File: config.mk
export PLATFORM = sky130hd
export DESIGN_NAME = rx_frame_sched
export DESIGN_NICKNAME = d
export VERILOG_FILES = /design/src/rtl/rx_frame_sched.sv
export SDC_FILE = /design/constraint.sdc
export NUM_CORES = 1
export LEC_CHECK = 0
export BUFFER_PORTS_ARGS = -buffer_cell sky130_fd_sc_hd__buf_2
export CORE_AREA = 2 2 95 97
export DETAILED_ROUTE_END_ITERATION = 12
export DIE_AREA = 0 0 97 99
export GPL_ROUTABILITY_DRIVEN = 1
export GPL_TIMING_DRIVEN = 0
export HOLD_SLACK_MARGIN = 0.05
export PLACE_DENSITY_LB_ADDON = 0.15
export SLEW_MARGIN = 25
export SYNTH_ARGS = -nofsm -noshare
export SYNTH_HDL_FRONTEND = slang
export SYNTH_SLANG_ARGS = --single-unit
File: constraint.sdc
create_clock -name i_clk_sys -period 2.7 [get_ports i_clk_sys]
set_clock_uncertainty 0.2 [all_clocks]
set_input_delay 0.54 -clock i_clk_sys [delete_from_list [all_inputs] [get_ports i_clk_sys]]
set_output_delay 0.54 -clock i_clk_sys [all_outputs]
set_load 0.1 [all_outputs]
File: src/rtl/rx_frame_sched.sv
// Frame scheduler: hunts for the header, streams the payload into the image buffer,
// checks the XOR checksum, launches the core and sends back a 2-byte reply.
module rx_frame_sched #(
  parameter int          BYTES   = 3136,
  parameter int          ADDR_W  = 12,
  parameter logic [7:0]  HDR0    = 8'hAB,
  parameter logic [7:0]  HDR1    = 8'h41,
  parameter int          TIMEOUT = 1000000
) (
  input  logic              i_clk_sys,
  input  logic              i_rst_n,
  input  logic [7:0]        i_rx_byte,
  input  logic              i_rx_done,
  output logic              o_wr_en,
  output logic [ADDR_W-1:0] o_wr_addr,
  output logic [7:0]        o_wr_data,
  output logic              o_start,
  input  logic              i_core_done,
  input  logic [3:0]        i_result,
  output logic              o_tx_start,
  output logic [7:0]        o_tx_byte,
  input  logic              i_tx_busy,
  output logic              o_busy,
  output logic              o_err
);

  localparam int CNT_W = ADDR_W + 1;
  localparam int TO_W  = $clog2(TIMEOUT + 1);
  localparam logic [CNT_W-1:0] LAST_IDX = CNT_W'(BYTES - 1);
  localparam logic [TO_W-1:0]  TO_LAST  = TO_W'(TIMEOUT - 1);

  typedef enum logic [2:0] {
    IDLE, HDR, PAYLOAD, CSUM, RUN, TX0, TX1, TXW
  } state_t;

  state_t           state;
  logic [CNT_W-1:0] count;
  logic [7:0]       csum;
  logic [TO_W-1:0]  to_cnt;
  logic [3:0]       result;
  logic             skip;
  logic             second;
  logic             in_frame;
  logic             timed_out;

  // The idle watchdog only runs while a frame is being received.
  assign in_frame  = (state == HDR) || (state == PAYLOAD) || (state == CSUM);
  assign timed_out = !i_rx_done && (to_cnt == TO_LAST);
  assign o_busy    = (state != IDLE);

  always_ff @(posedge i_clk_sys) begin
    if (!i_rst_n) begin
      state      <= IDLE;
      count      <= '0;
      csum       <= '0;
      to_cnt     <= '0;
      result     <= '0;
      skip       <= 1'b0;
      second     <= 1'b0;
      o_wr_en    <= 1'b0;
      o_wr_addr  <= '0;
      o_wr_data  <= '0;
      o_start    <= 1'b0;
      o_tx_start <= 1'b0;
      o_tx_byte  <= '0;
      o_err      <= 1'b0;
    end else begin
      o_wr_en    <= 1'b0;
      o_start    <= 1'b0;
      o_tx_start <= 1'b0;
      o_err      <= 1'b0;

      if (in_frame) begin
        to_cnt <= i_rx_done ? '0 : to_cnt + 1'b1;
      end

      case (state)
        IDLE: begin
          to_cnt <= '0;
          if (i_rx_done && (i_rx_byte == HDR0)) begin
            state <= HDR;
          end
        end

        // A repeated HDR0 keeps the hunt alive so "AB AB 41" still locks.
        HDR: begin
          if (i_rx_done) begin
            if (i_rx_byte == HDR1) begin
              state <= PAYLOAD;
              count <= '0;
              csum  <= '0;
            end else if (i_rx_byte != HDR0) begin
              state <= IDLE;
            end
          end else if (timed_out) begin
            state <= IDLE;
            o_err <= 1'b1;
          end
        end

        PAYLOAD: begin
          if (i_rx_done) begin
            o_wr_en   <= 1'b1;
            o_wr_addr <= count[ADDR_W-1:0];
            o_wr_data <= i_rx_byte;
            csum      <= csum ^ i_rx_byte;
            count     <= count + 1'b1;
            if (count == LAST_IDX) begin
              state <= CSUM;
            end
          end else if (timed_out) begin
            state <= IDLE;
            o_err <= 1'b1;
          end
        end

        CSUM: begin
          if (i_rx_done) begin
            if (i_rx_byte == csum) begin
              o_start <= 1'b1;
              state   <= RUN;
            end else begin
              o_err <= 1'b1;
              state <= IDLE;
            end
          end else if (timed_out) begin
            state <= IDLE;
            o_err <= 1'b1;
          end
        end

        RUN: begin
          if (i_core_done) begin
            result <= i_result;
            state  <= TX0;
          end
        end

        TX0: begin
          if (!i_tx_busy) begin
            o_tx_start <= 1'b1;
            o_tx_byte  <= HDR0;
            skip       <= 1'b1;
            second     <= 1'b0;
            state      <= TXW;
          end
        end

        TX1: begin
          if (!i_tx_busy) begin
            o_tx_start <= 1'b1;
            o_tx_byte  <= {4'h0, result};
            skip       <= 1'b1;
            second     <= 1'b1;
            state      <= TXW;
          end
        end

        // Busy only rises the cycle after the start pulse, so ignore it for one cycle.
        TXW: begin
          if (skip) begin
            skip <= 1'b0;
          end else if (!i_tx_busy) begin
            if (second) begin
              second <= 1'b0;
              state  <= IDLE;
            end else begin
              state <= TX1;
            end
          end
        end

        default: state <= IDLE;
      endcase
    end
  end

endmodule

==> results.yml <==
outcome:
  outcome: "finished, final reports clean"
power_and_ir_drop:
  comb_power_share_pct: 7.1
  powerDensity_nw_per_um2: 515
  p_leak_nw: 1.53
  p_total_mw: 2.23
  ir_drop_mv: 0.421
  pwr-share-clk_pct: 40.3
  seqPwrFrac_pct: 52.6
  power_switching_uw: 581
  switching_share_pct: 26.1
  p_int_mw: 1.65
final_layout:
  synthToLayoutAreaGrowth_pct: 15.1
  n_fill_cell: 854
  finalCoreUtilization_pct: 50.7
  fin_nets: 525
  diodes: 0
  layout-drive-gt1-share_pct: 19.6
  finalNonFillerCells: 619
drt:
  drc: 0
  ant_nets: 0
  wl_per_cell_um: 13.1
  vias_per_cell: 5.10
  first_pass_iters: 4
  drt_iter0_drc: 105
  routed_wl_um: 8090
  via_count: 3159
worst_setup_path:
  critical_path.startpoint_type: "flop"
  timing.rr.end: "state[0]"
  crit_required_ns: 1.96
  path_class: "reg2out"
  endpoint_kind: "output pin"
  arrival_ns: 1.50
  cp_max_fo: 9
  r2r_cells: 6
  r2r_start: "count[6]"
  rrSetupSlack_ns: 0.61
synthesis:
  syn_avg_cell_area_um2: 8.38
  synth_top_area_share_pct: 42.0
  synth_area_leaders: "dfxtp_1 (42%), xnor2_1 (7.0%), nand2_1 (6.7%), a21oi_1 (6.2%), nor2_1 (5.2%)"
  synth_area_leader_cell: "dfxtp_1"
  synth_cell_types: 61
  synthFlopType: "dfxtp_1"
  netlist_area_um2: 3760
  synth_edf_count: 0
  synth-seq-cells: 79
  netlist_instances: 449
  yosysWarnings: 0
  ys_seq_area_share_pct: 42.0
  postSynth.asyncResetShare_pct: 0
clock_tree:
  clk_latency_ns: 0.35
  cts-root-buf: "clkbuf_8"
  cts-hold-fix-buffers: 0
  clockBufferDepth: 2
  path_clk_slew_ns: 0.08
  cts_setup_buffers: 0
  cts_made_buffers: 9
  cts_sinks: 79
  cts_tree: "built"
  cts_resized: 0
  htree_num_levels: 3
sta:
  whs_ns: 0.223
  setup_viol: 0
  finalHoldViolCount: 0
  maxSlewViolCount: 0
  fin_crit_sh_pct: 83.0
  tns_ns: 0
  slew-limit-headroom_pct: 62.7
  rsz0062_at_grt: "no"
  fmax_ghz: 0.446
  worst_slew_pin_slew_ns: 0.560
  min_period_ns: 2.24
place:
  dp.cells: 603
  numPortBuffers: 45
  gp_congestion: 0.818
  hpwl_um: 5900
die:
  fp.coreArea_um2: 8550
  die_width_um: 97
  rows: 34
  io_pins: 50
  die-area_um2: 9600
  die_h_um: 99
  start_util_pct: 44.0
global_routing:
  grt_first_pass_wirelength_um: 13900
  grt_antenna_before_repair: 0
  grt_start_max_net_pins: 16
  overflow: 0
  grt_usage_pct: 17.5
  grt_pass1_vias: 2942
min_path:
  min_delay_path_depth: 3
  min_path_type: "in2reg"
  min-delay-start: "i_result[3]"
  hold_end: "result[3]"
run:
  maxCapViolations: 0
==> cells in the final DEF (no fill, tap or decap), types with 2 or more instances in the layout <==
master	count
dfxtp_1	79
nand2_1	67
nor2_1	52
buf_2	52
a21oi_1	47
xnor2_1	30
o21ai_0	23
clkbuf_1	12
nand3_1	11
nor3_1	11
inv_1	9
clkbuf_8	9
nand4_1	8
or3_1	7
and3_1	7
buf_4	5
nor4_1	5
xor2_1	5
a211oi_2	4
mux2i_1	4
buf_6	3
a2111oi_2	3
or2_0	3
clkinvlp_4	3
nor3b_2	2
nand4_4	2
and2_1	2
nor4bb_1	2
o211a_1	2
o22ai_1	2
o211ai_1	2
ha_1	2
conb_1	2
inv_6	2
==> critical path: stages (launching register included) <==
cell and delay [ns]:
dfxtp_1 0.39, or3_1 0.45, buf_2 0.32
==> cell type report <==
| type | count | area (um2) | area share (%) |
|---|---|---|---|
| Clock buffer | 9 | 124 | 2.86 |
| Clock inverter | 7 | 78.8 | 1.82 |
| Inverter | 10 | 37.5 | 0.867 |
| Sequential cell | 79 | 1580 | 36.5 |
| Timing Repair Buffer | 45 | 225 | 5.20 |
| Tap cell | 108 | 135 | 3.12 |
| Buffer | 28 | 156 | 3.61 |
| Multi-Input combinational cell | 333 | 1990 | 46.0 |
==> stage by stage <==
step	instance area (um2)	setup WS [ns]
after global placement	4130	0.411
after CTS	4330	0.449
after floorplan	3770	0.342
after detailed placement	4130	0.358
final	4330	0.459
after global routing	4330	0.399
==> registers in the layout, summed over array words and instances, names as in the netlist, 3 cells and up <==
name       count
count         13
csum           8
o_tx_byte      5
o_wr_addr     12
o_wr_data      8
result         4
state          3
to_cnt        20
==> synth_stat cells (2+ instances only) <==
library cell / instances
a2111oi_2: 3
a211oi_2: 4
a21oi_1: 47
and2_1: 2
and3_1: 7
buf_2: 7
buf_4: 5
buf_6: 3
clkbuf_1: 12
dfxtp_1: 79
ha_1: 2
inv_1: 9
mux2i_1: 4
nand2_1: 67
nand3_1: 11
nand4_1: 8
nand4_4: 2
nor2_1: 52
nor3_1: 11
nor3b_2: 2
nor4_1: 5
nor4bb_1: 2
o211a_1: 2
o211ai_1: 2
o21ai_0: 23
o22ai_1: 2
or2_0: 3
or3_1: 7
xnor2_1: 30
xor2_1: 5
==> layer usage <==
metal / vias up / track usage, % / part of all wire (%)
met2: 56 / 26.6 / 43
met5: - / 0 / 0
met3: 5 / 4.54 / 4.7
met1: 1432 / 24.8 / 51
li1: 1666 / - / -
met4: 0 / 4.77 / 0.94
==> power by group through the flow <==
| stage | Sequential [mW] | Combinational, mW | Clock (mW) |
|---|---|---|---|
| detailed placement | 1.20 | 0.158 | 0 |
| floorplan | 1.21 | 0.103 | 0 |
| global route | 1.17 | 0.170 | 0.987 |
| global placement | 1.20 | 0.156 | 0 |
| CTS | 1.17 | 0.158 | 0.934 |
| finish | 1.17 | 0.158 | 0.900 |
==> cell families after synthesis <==
family | count (synthesis) | synth area share (%)
buf+inv | 38 | 5.15
compound gates | 94 | 15.9
fa+ha+maj | 2 | 0.665
flops | 79 | 42.0
mux | 4 | 1.06
simple gates | 196 | 27.0
xor+xnor | 35 | 8.14
other cells | 1 | 0.0996
==> worst max-delay path by stage <==
stage | slack, ns | from | to
finish | 0.46 | state[2] | o_busy
global route | 0.40 | state[2] | o_busy
CTS | 0.45 | state[2] | o_busy
detailed placement | 0.36 | i_rx_byte[7] | csum[0]
global placement | 0.41 | i_rx_byte[7] | csum[0]
floorplan | 0.34 | state[2] | state[0]
Power figures use the tool's default switching activity.
